$ cat src/rtl/freq_count_bank_if.sv
// freq_count_bank_if -- control/result bundle for freq_count_bank.
//   enable     : high = measure, low = idle/flush
//   gate_len   : internal window length in aclk cycles (0 acts as 1)
//   gate_i     : external gate level (used only by EXT_GATE=1 builds)
//   event_i    : per-channel event levels, channel n = bit n
//   freq_o     : latched per-window rising-edge counts, channel n = [n*CNT_WIDTH +: CNT_WIDTH]
//   ovf_o      : per-channel saturation flag for the latched window
//   done_o     : one-cycle pulse when freq_o/ovf_o update
//   windows_o  : completed-window counter, wraps
// master = stimulus side, slave = the counter bank.
interface freq_count_bank_if #(
   parameter int NCHAN      = 4,
   parameter int CNT_WIDTH  = 32,
   parameter int GATE_WIDTH = 32
);
   logic                       enable;
   logic [GATE_WIDTH-1:0]      gate_len;
   logic                       gate_i;
   logic [NCHAN-1:0]           event_i;
   logic [NCHAN*CNT_WIDTH-1:0] freq_o;
   logic [NCHAN-1:0]           ovf_o;
   logic                       done_o;
   logic [15:0]                windows_o;

   modport master (output enable, gate_len, gate_i, event_i,
                   input  freq_o, ovf_o, done_o, windows_o);
   modport slave  (input  enable, gate_len, gate_i, event_i,
                   output freq_o, ovf_o, done_o, windows_o);
endinterface

$ cat src/rtl/freq_count_bank.sv
// freq_count_bank -- NCHAN independent rising-edge counters sharing one
// measurement window. The window comes either from an internal gate timer
// (EXT_GATE=0, length gate_len) or from rising edges of gate_i (EXT_GATE=1).
// Each closing window latches per-channel counts and saturation flags.
//   aclk  : sole clock, rising edge
//   reset : synchronous, active high
//   bus   : freq_count_bank_if slave modport (see interface header)

// Per-channel counter: live count, sticky in-window overflow and the
// latched result of the last closed window.
module freq_count_lane #(
   parameter int CNT_WIDTH = 32
) (
   input  logic                 aclk,
   input  logic                 reset,
   input  logic                 enable_i,
   input  logic                 gate_end_i,
   input  logic                 evt_edge_i,
   output logic [CNT_WIDTH-1:0] freq_o,
   output logic                 ovf_o
);
   localparam logic [CNT_WIDTH-1:0] C_ONE = CNT_WIDTH'(1);

   logic [CNT_WIDTH-1:0] cnt_q, cnt_d, freq_q, freq_d;
   logic                 wovf_q, wovf_d, ovf_q, ovf_d;
   logic                 sat;

   assign sat = &cnt_q;

   always_comb begin
      cnt_d  = cnt_q;
      wovf_d = wovf_q;
      freq_d = freq_q;
      ovf_d  = ovf_q;
      if (!enable_i) begin
         cnt_d  = '0;
         wovf_d = 1'b0;
      end else if (gate_end_i) begin
         // an edge in the closing cycle still belongs to the closing window
         freq_d = (sat || !evt_edge_i) ? cnt_q : cnt_q + C_ONE;
         ovf_d  = wovf_q | (sat & evt_edge_i);
         cnt_d  = '0;
         wovf_d = 1'b0;
      end else if (evt_edge_i) begin
         if (sat) wovf_d = 1'b1;
         else     cnt_d  = cnt_q + C_ONE;
      end
   end

   always_ff @(posedge aclk) begin
      if (reset) begin
         cnt_q  <= '0;
         wovf_q <= 1'b0;
         freq_q <= '0;
         ovf_q  <= 1'b0;
      end else begin
         cnt_q  <= cnt_d;
         wovf_q <= wovf_d;
         freq_q <= freq_d;
         ovf_q  <= ovf_d;
      end
   end

   assign freq_o = freq_q;
   assign ovf_o  = ovf_q;
endmodule

module freq_count_bank #(
   parameter int NCHAN      = 4,
   parameter int CNT_WIDTH  = 32,
   parameter int GATE_WIDTH = 32,
   parameter bit EXT_GATE   = 1'b0
) (
   input  logic            aclk,
   input  logic            reset,
   freq_count_bank_if.slave bus
);
   logic [NCHAN-1:0]                evt_q;
   logic [NCHAN-1:0]                evt_edge;
   logic                            gate_end;
   logic                            done_q;
   logic [15:0]                     win_q;
   logic [NCHAN-1:0][CNT_WIDTH-1:0] freq_w;
   logic [NCHAN-1:0]                ovf_w;

   // Edge history is deliberately not reset: a level held high across
   // reset release must not look like a fresh edge.
   always_ff @(posedge aclk) evt_q <= bus.event_i;
   assign evt_edge = bus.event_i & ~evt_q;

   if (EXT_GATE == 1'b0) begin : g_int_gate
      localparam logic [GATE_WIDTH-1:0] G_ONE = GATE_WIDTH'(1);
      logic [GATE_WIDTH-1:0] tmr_q, tmr_d, len_q, len_d;

      // Window length is captured while the timer sits at 0, so a gate_len
      // write mid-window only affects the next window.
      always_comb begin
         len_d    = len_q;
         if (tmr_q == '0) len_d = (bus.gate_len == '0) ? G_ONE : bus.gate_len;
         gate_end = bus.enable && (tmr_q == len_d - G_ONE);
         tmr_d    = (!bus.enable || gate_end) ? '0 : tmr_q + G_ONE;
      end

      always_ff @(posedge aclk) begin
         if (reset) begin
            tmr_q <= '0;
            len_q <= '0;
         end else begin
            tmr_q <= tmr_d;
            len_q <= len_d;
         end
      end
   end else begin : g_ext_gate
      logic gate_q;
      always_ff @(posedge aclk) gate_q <= bus.gate_i;
      assign gate_end = bus.enable & bus.gate_i & ~gate_q;
   end

   for (genvar n = 0; n < NCHAN; n++) begin : g_lane
      freq_count_lane #(.CNT_WIDTH(CNT_WIDTH)) u_lane (
         .aclk       (aclk),
         .reset      (reset),
         .enable_i   (bus.enable),
         .gate_end_i (gate_end),
         .evt_edge_i (evt_edge[n]),
         .freq_o     (freq_w[n]),
         .ovf_o      (ovf_w[n])
      );
   end

   always_ff @(posedge aclk) begin
      if (reset) begin
         done_q <= 1'b0;
         win_q  <= '0;
      end else begin
         done_q <= gate_end;
         win_q  <= win_q + {15'd0, gate_end};
      end
   end

   assign bus.freq_o    = freq_w;
   assign bus.ovf_o     = ovf_w;
   assign bus.done_o    = done_q;
   assign bus.windows_o = win_q;
endmodule

$ cat src/flat_wrapper.sv
// flat-port wrapper written by rule: the top's interface ports become plain ports
module freq_count_bank_flat 
#(
   parameter int NCHAN      = 4,
   parameter int CNT_WIDTH  = 32,
   parameter int GATE_WIDTH = 32,
   parameter bit EXT_GATE   = 1'b0
)
  (aclk, reset, bus_enable, bus_gate_len, bus_gate_i, bus_event_i, bus_freq_o, bus_ovf_o, bus_done_o, bus_windows_o);
  freq_count_bank_if #(.NCHAN(NCHAN), .CNT_WIDTH(CNT_WIDTH), .GATE_WIDTH(GATE_WIDTH)) bus_i ();
  input  logic aclk;
  input  logic reset;
  input wire logic [$bits(bus_i.enable)-1:0] bus_enable;
  input wire logic [$bits(bus_i.gate_len)-1:0] bus_gate_len;
  input wire logic [$bits(bus_i.gate_i)-1:0] bus_gate_i;
  input wire logic [$bits(bus_i.event_i)-1:0] bus_event_i;
  output wire logic [$bits(bus_i.freq_o)-1:0] bus_freq_o;
  output wire logic [$bits(bus_i.ovf_o)-1:0] bus_ovf_o;
  output wire logic [$bits(bus_i.done_o)-1:0] bus_done_o;
  output wire logic [$bits(bus_i.windows_o)-1:0] bus_windows_o;
  assign bus_i.enable = bus_enable;
  assign bus_i.gate_len = bus_gate_len;
  assign bus_i.gate_i = bus_gate_i;
  assign bus_i.event_i = bus_event_i;
  assign bus_freq_o = bus_i.freq_o;
  assign bus_ovf_o = bus_i.ovf_o;
  assign bus_done_o = bus_i.done_o;
  assign bus_windows_o = bus_i.windows_o;
  freq_count_bank #(.NCHAN(NCHAN), .CNT_WIDTH(CNT_WIDTH), .GATE_WIDTH(GATE_WIDTH), .EXT_GATE(EXT_GATE)) u_core (.aclk(aclk), .reset(reset), .bus(bus_i));
endmodule
$ cat config.mk
export PLATFORM = sky130hd
export DESIGN_NAME = freq_count_bank_flat
export DESIGN_NICKNAME = d
export VERILOG_FILES = /design/src/rtl/freq_count_bank_if.sv /design/src/rtl/freq_count_bank.sv /design/src/flat_wrapper.sv
export SDC_FILE = /design/constraint.sdc
export NUM_CORES = 1
export LEC_CHECK = 0
export ABC_CLOCK_PERIOD_IN_PS = 18550
export CAP_MARGIN = 20
export CORE_MARGIN = 5
export CORE_UTILIZATION = 40
export CTS_BUF_LIST = sky130_fd_sc_hd__clkbuf_8 sky130_fd_sc_hd__clkbuf_16
export DETAILED_ROUTE_END_ITERATION = 7
export PLACE_DENSITY = 0.61
export SYNTH_ARGS = -nofsm -noshare
export SYNTH_HDL_FRONTEND = slang
export SYNTH_SLANG_ARGS = --single-unit
$ cat constraint.sdc
create_clock -name aclk -period 18.55 [get_ports aclk]
set_input_delay 2.7825 -clock aclk [delete_from_list [all_inputs] [get_ports aclk]]
set_output_delay 2.7825 -clock aclk [all_outputs]
set_load 0.01 [all_outputs]
==> impl_metrics.csv, run 1 <==
group,metric,value,unit
run_status,outcome,"finished clean",
timing,tightest_slew,1.06,ns
detailed_routing,detail-route-antenna-nets,0,
die,start_util,40.5,%
power,internal-power,1250,uW
die,ios,189,
power,p_total,1640,uW
timing,fin_crit,9.39,ns
hold_path,whs_path_depth,2,
setup_path,crit_path_end_kind,"flip-flop",
die,die-height,210,microns
setup_path,startpoint,"bus_gate_len[16]",
clock_network,clockBufferDepth,3,
power,netSwitchingFraction,23.9,%
die,num_rows,73,
clock_network,htreeDepth,2,
detailed_routing,wl_per_cell,17.9,microns
detailed_routing,wirelength,46.1,mm
logic_synthesis,syn-cell-area,0.0161,sq mm
die,die_x,210,microns
clock_network,post-cts-setup-buffers,0,
logic_synthesis,async_flop_share,0,%
finish,seqCellArea,0.00699,sq mm
detailed_routing,vias_per_cell,5.49,
global_routing,grt_pass1_wl,74.3,mm
logic_synthesis,ys_ff_latch,349,
power,seq_power_share,46.7,%
global_routing,grt.total_usage,20.2,%
finish,area_delta_synth_final,21.2,%
logic_synthesis,synth_fp_nets,1946,
power,p_sw,391,uW
setup_path,r2r_slack,11.45,ns
detailed_routing,first_pass_iters,5,
timing,finalSetupViolations,0,
timing,fmax,106,MHz
timing,rsz0062_at_grt,"false",
hold_path,min-delay-start,"u_core.g_lane[2].u_lane.wovf_q$_SDFFE_PP0P_",
clock_network,clkTransAtPathRegs,0.06,ns
clock_network,cts_tree,"done",
timing,post-route-period-util,50.6,%
detailed_routing,vias,14100,
die,fp.dieArea,0.0443,sq mm
timing,setup_tns,0,ns
place,post-place-ws,8.74,ns
power,clkPwrFrac,46.9,%
global_routing,grt_max_degree,94,
timing,maxSlewHeadroom,29.1,%
logic_synthesis,seq_area_frac_synth,43.5,%
place,post-dp-hpwl,31.2,mm
run,cap_viol_max_count,0,
timing,hold_violations,0,
global_routing,grt_pass1_vias,13900,
logic_synthesis,synth_ff_type,"dfxtp_1",
logic_synthesis,syn_avg_cell_area,8.47,sq um
place,portBuffers,187,
setup_path,critPathMaxFanout,8,
setup_path,start_kind,"input port",
finish,drive_gt1_share,4.60,%
setup_path,r2r-end,"u_core.bus.windows_o[10]$_SDFF_PP0_",
clock_network,clock_latency,0.55,ns
logic_synthesis,yosys.cell_types.count,70,
power,p_comb_share,6.4,%
power,p_per_area,84.0,mW/mm^2
setup_path,rr_startpoint,"u_core.g_int_gate.tmr_q[12]$_SDFF_PP0_",
hold_path,worstHoldEndpoint,"u_core.g_lane[2].u_lane.wovf_q$_SDFFE_PP0P_",
finish,nets,2066,
clock_network,ctsResizeCount,0,
power,power.leakage,0.00648,uW
place,place.gp.congestion,0.898,
logic_synthesis,synth-edff-count,0,
setup_path,cp.required,19.02,ns
detailed_routing,post-route-drc-count,0,
power,ir_drop,0.0847,mV
logic_synthesis,syn_inst,1897,
hold_path,hold_path_class,"flip-flop to flip-flop",
clock_network,clockRootBuffer,"clkbuf_16",
global_routing,antenna_found_initial,1,
finish,fill_cells,3821,
logic_synthesis,synth_warnings,0,
finish,multi_input_area,0.00847,sq mm
timing,report.final.slew_viol_count,0,
die,fp.coreArea,0.0397,sq mm
setup_path,crit_arrival,9.86,ns
clock_network,numCtsBuffers,39,
detailed_routing,drtIter0Drc,913,
setup_path,crit_type,"input port to flip-flop",
timing,fin_ws,9.16,ns
setup_path,rr_worst_depth,20,
clock_network,cts_num_sinks,349,
global_routing,overflow,0,
finish,finalCoreUtilization,49.0,%
timing,fin_skew,0.0168,ns
clock_network,postCtsHoldBufs,0,
[worst max-delay path by stage]
| stage | end | slack, ns | cells past startpoint |
|---|---|---|---|
| floorplan | u_core.bus.windows_o[10]$_SDFF_PP0_ | 10.55 | 22 |
| global placement | u_core.bus.windows_o[10]$_SDFF_PP0_ | 8.77 | 20 |
| detailed placement | u_core.bus.windows_o[10]$_SDFF_PP0_ | 8.74 | 20 |
| CTS | u_core.bus.windows_o[10]$_SDFF_PP0_ | 9.32 | 20 |
| global route | u_core.bus.windows_o[10]$_SDFF_PP0_ | 8.89 | 20 |
| finish | u_core.bus.windows_o[10]$_SDFF_PP0_ | 9.16 | 20 |
[metal layers]
metal,vias up,GRT usage (%),part of all wire (%)
met3,84,4.27,6.0
met4,0,6.51,2.7
met1,6751,28.0,47
met5,-,0,0
li1,6939,-,-
met2,352,31.6,45
[cell type report]
class | count | share of cell area (%)
multi-input cells | 1399 | 43.5
flip-flops and latches | 349 | 35.9
repair buffers | 202 | 10.2
clock buffers | 48 | 5.70
well taps | 525 | 3.37
clock inverters | 21 | 0.886
inverters | 26 | 0.501
diodes | 1 | 0.0128
[power by group through the flow]
| stage | Combinational (uW) | Clock [uW] | Sequential [uW] |
|---|---|---|---|
| 6_report | 106 | 768 | 764 |
| 5_1_grt | 114 | 823 | 765 |
| 4_1_cts | 104 | 792 | 764 |
| 3_5_place_dp | 103 | 0 | 781 |
| 3_3_place_gp | 102 | 0 | 780 |
| 2_1_floorplan | 70.4 | 0 | 777 |
[sequential cells by signal, indices dropped and copies added, names as in the netlist]
signal                       cells
u_core.g_lane.u_lane.wovf_q      4
u_core.bus.windows_o            16
u_core.bus.done_o                1
u_core.g_int_gate.len_q         32
u_core.g_lane.u_lane.freq_o    128
u_core.g_lane.u_lane.cnt_q     128
u_core.evt_q                     4
u_core.g_int_gate.tmr_q         32
u_core.g_lane.u_lane.ovf_o       4
[Yosys cell counts (all sizes together) (36+ instances only)]
master    n  area [sq um]
nor2    367          1380
nand2   114           428
buf      52           292
a211oi  142          1070
a21oi    62           310
nor3     37           196
nor4     36           238
xnor2    82           718
xor2    119          1040
nand4    52           325
nand3    83           415
o21ai    38           190
and3     46           288
clkbuf   71           267
dfxtp   349          6990
[kinds of logic after synthesis]
logic type               after synthesis  synth area share (%)
AND/OR/NAND/NOR                      857                  26.0
buffers and inverters                149                  4.08
flip-flops                           349                  43.5
multiplexers                          18                  1.13
AO/OA/AOI/OAI                        313                  13.5
adder cells (fa/ha/maj)                9                 0.701
XOR/XNOR                             202                  11.1
[per-stage QoR]
| step | std cells | area [sq um] | hold slack [ns] |
|---|---|---|---|
| detailed placement | 2501 | 18200 | 0.451 |
| finish | 2571 | 19500 | 0.462 |
| floorplan | 1897 | 16100 | 0.424 |
| global route | 2571 | 19500 | 0.491 |
| global placement | 2501 | 18200 | 0.440 |
| CTS | 2570 | 19500 | 0.466 |
[layout by cell type (no fill, tap or decap), drive strengths merged, types with 4 or more instances in the layout]
master         synthesis  layout
clkbuf                71      48
nand2b                15      15
xnor2                 82      82
or4                   15      15
o21a                   6       6
mux2i                 17      17
buf                   52      16
o21ai                 38      38
dfxtp                349     349
nor3                  37      37
nand3                 83      83
nor2                 367     367
ha                     9       9
nor4b                  6       6
nor2b                 12      12
nand4                 52      52
nand2                114     114
clkinv                 0      10
and3                  46      46
nand3b                 4       4
nor4                  36      36
and2                  11      11
a21oi                 62      62
o2111ai                4       4
o221ai                 4       4
or3                   15      15
inv                   26      35
and4                  25      25
o211ai                16      16
nand4b                 8       8
xor2                 119     119
clkdlybuf4s50          0     186
a211oi               142     142
[critical path, cell delays in order]
cell and delay (ns):
clkdlybuf4s50_1 0.50, nor4_1 0.89, nand4b_1 0.54, nor4b_1 0.60
o22ai_1 0.24, ha_1 0.36, nor4b_1 0.22, and3_1 0.30
nand2_1 0.10, o21ai_0 0.12, a2111oi_0 0.71, o2bb2ai_1 0.15
a211o_1 0.31, or4_4 0.58, nor3_1 0.29, ha_1 0.22
ha_1 0.32, nand2_1 0.11, or3_1 0.35, a21oi_1 0.15
(Power assumes the default switching activity.)
==> run 2: changes to the inputs <==
Settings changed: ABC_CLOCK_PERIOD_IN_PS 18550 to 8700.
Clock period 18.55 ns to 8.7 ns, I/O delays scaled along.
==> run 2 against run 1 <==
Compared with the run above: sequential share of layout area down 0.47 points; power rose by 120%; non-clock buffer count increased by 7; routed wire length grew 0.29%; flip-flop and latch count did not move; die area unchanged; critical path type unchanged; largest power group unchanged; highest routed layer unchanged.
==> impl_metrics.csv, run 2 (synthesis gave the netlist of run 1 again) <==
group,metric,value,unit
run_status,outcome,"finished clean",
setup_path,startpoint,"bus_gate_len[9]",
setup_path,start_kind,"input port",
finish,multi_input_area,0.00847,sq mm
power,ir_drop,0.147,mV
setup_path,rr_worst_depth,22,
timing,setup_tns,0,ns
hold_path,hold_path_class,"flip-flop to flip-flop",
power,power.leakage,0.00658,uW
detailed_routing,post-route-drc-count,0,
clock_network,ctsResizeCount,0,
global_routing,antenna_found_initial,0,
power,p_sw,865,uW
clock_network,htreeDepth,2,
die,start_util,40.5,%
clock_network,postCtsHoldBufs,0,
setup_path,rr_startpoint,"u_core.g_int_gate.tmr_q[0]$_SDFF_PP0_",
finish,final_cell_mix,"366 x nor2_1, 349 x dfxtp_1, 186 x clkdlybuf4s50_1",
timing,tightest_slew,0.985,ns
timing,fin_crit,7.60,ns
detailed_routing,vias_per_cell,5.49,
setup_path,cp.required,9.18,ns
die,num_rows,73,
finish,finalCoreUtilization,49.7,%
finish,area_delta_synth_final,22.8,%
die,ios,189,
power,seq_power_share,45.0,%
clock_network,clockBufferDepth,3,
detailed_routing,wirelength,46.2,mm
die,die_x,210,microns
timing,report.final.slew_viol_count,0,
power,netSwitchingFraction,23.9,%
die,die-height,210,microns
timing,fin_skew,0.0240,ns
clock_network,numCtsBuffers,40,
setup_path,crit_path_end,"u_core.bus.windows_o[10]$_SDFF_PP0_",
global_routing,grt_pass1_wl,74.0,mm
finish,seqCellArea,0.00699,sq mm
place,place.gp.congestion,0.917,
timing,post-route-period-util,87.3,%
finish,fill_cells,3797,
setup_path,r2r-end,"u_core.bus.windows_o[10]$_SDFF_PP0_",
place,portBuffers,187,
clock_network,cts_tree,"done",
clock_network,clockRootBuffer,"clkbuf_16",
detailed_routing,first_pass_iters,5,
setup_path,r2r_slack,1.60,ns
clock_network,clkTransAtPathRegs,0.06,ns
finish,antennaDiodeCount,0,
timing,maxSlewHeadroom,34.3,%
power,clkPwrFrac,48.8,%
setup_path,crit_arrival,8.07,ns
clock_network,clock_latency,0.57,ns
detailed_routing,wl_per_cell,17.9,microns
power,internal-power,2760,uW
timing,finalSetupViolations,0,
global_routing,overflow,0,
die,fp.dieArea,0.0443,sq mm
setup_path,critPathMaxFanout,8,
finish,nets,2074,
run,cap_viol_max_count,0,
die,fp.coreArea,0.0397,sq mm
global_routing,grt_pass1_vias,13700,
detailed_routing,detail-route-antenna-nets,0,
setup_path,crit_path_end_kind,"flip-flop",
timing,fmax,132,MHz
timing,rsz0062_at_grt,"false",
detailed_routing,vias,14200,
timing,hold_violations,0,
power,p_comb_share,6.2,%
clock_network,post-cts-setup-buffers,0,
clock_network,cts_num_sinks,349,
global_routing,grt.total_usage,20.1,%
place,post-dp-hpwl,31.6,mm
power,p_per_area,183,mW/mm^2
detailed_routing,drtIter0Drc,1035,
global_routing,grt_max_degree,109,
finish,drive_gt1_share,5.30,%
setup_path,crit_type,"input port to flip-flop",
finish,layout_commonest_cell,"nor2_1",
-- run 2: cell types whose count changed in the layout (fill, tap and decap cells not counted), sizes merged --
cell / before / now
clkbuf: 48 / 51
bufinv: 2 / 4
clkinvlp: 0 / 1
buf: 16 / 23
diode: 1 / 0
inv: 35 / 33
-- run 2: layout make-up --
| class | instances | area share (%) |
|---|---|---|
| multi-input cells | 1399 | 42.9 |
| flip-flops and latches | 349 | 35.4 |
| repair buffers | 209 | 10.7 |
| clock buffers | 51 | 5.84 |
| well taps | 525 | 3.33 |
| clock inverters | 22 | 1.35 |
| inverters | 26 | 0.494 |
-- run 2: power by group through the flow --
stage / registers [uW] / clock network (uW) / logic, uW
global route: 1630 / 1870 / 245
finish: 1630 / 1770 / 226
global placement: 1660 / 0 / 219
detailed placement: 1660 / 0 / 222
floorplan: 1660 / 0 / 150
CTS: 1630 / 1810 / 224
-- run 2: worst min-delay path by stage --
stage                                                       end  depth (start not counted)  slack (ns)                                   startpoint
global route        u_core.g_lane[3].u_lane.wovf_q$_SDFFE_PP0P_                          2        0.50  u_core.g_lane[3].u_lane.wovf_q$_SDFFE_PP0P_
detailed placement  u_core.g_lane[2].u_lane.wovf_q$_SDFFE_PP0P_                          2        0.45  u_core.g_lane[2].u_lane.wovf_q$_SDFFE_PP0P_
floorplan           u_core.g_lane[2].u_lane.wovf_q$_SDFFE_PP0P_                          2        0.42  u_core.g_lane[2].u_lane.wovf_q$_SDFFE_PP0P_
global placement    u_core.g_lane[2].u_lane.wovf_q$_SDFFE_PP0P_                          2        0.44  u_core.g_lane[2].u_lane.wovf_q$_SDFFE_PP0P_
CTS                 u_core.g_lane[2].u_lane.wovf_q$_SDFFE_PP0P_                          2        0.47  u_core.g_lane[2].u_lane.wovf_q$_SDFFE_PP0P_
finish              u_core.g_lane[2].u_lane.wovf_q$_SDFFE_PP0P_                          2        0.47  u_core.g_lane[2].u_lane.wovf_q$_SDFFE_PP0P_
-- run 2: critical path, cell delays in order --
cell,delay (ns)
clkdlybuf4s50_1,0.53
or3_1,0.58
or4_1,0.63
nor4b_1,0.42
o22ai_1,0.23
ha_1,0.37
nor4b_1,0.22
and3_1,0.31
nand2_1,0.11
o21ai_0,0.13
a2111oi_0,0.78
o2bb2ai_1,0.15
a211o_1,0.31
or4_4,0.57
nor3_1,0.30
ha_1,0.22
ha_1,0.32
nand2_1,0.11
or3_1,0.35
a21oi_1,0.13
-- run 2: through the flow --
step	power (uW)	instances	instance area (sq um)	hold slack [ns]	setup WS, ns
final	3620	2581	19700	0.470	1.10
after global placement	1880	2508	18300	0.439	0.669
after floorplan	1810	1897	16100	0.424	2.18
after CTS	3670	2581	19700	0.471	1.12
after global routing	3750	2581	19700	0.504	0.685
after detailed placement	1890	2508	18300	0.453	0.551
-- run 2: per-layer routing --
layer / GRT usage [%] / vias up / share of wire, %
met5: 0 / - / 0
li1: - / 6963 / -
met1: 27.3 / 6730 / 46
met2: 32.4 / 405 / 45
met4: 5.72 / 0 / 2.1
met3: 4.46 / 65 / 6.5
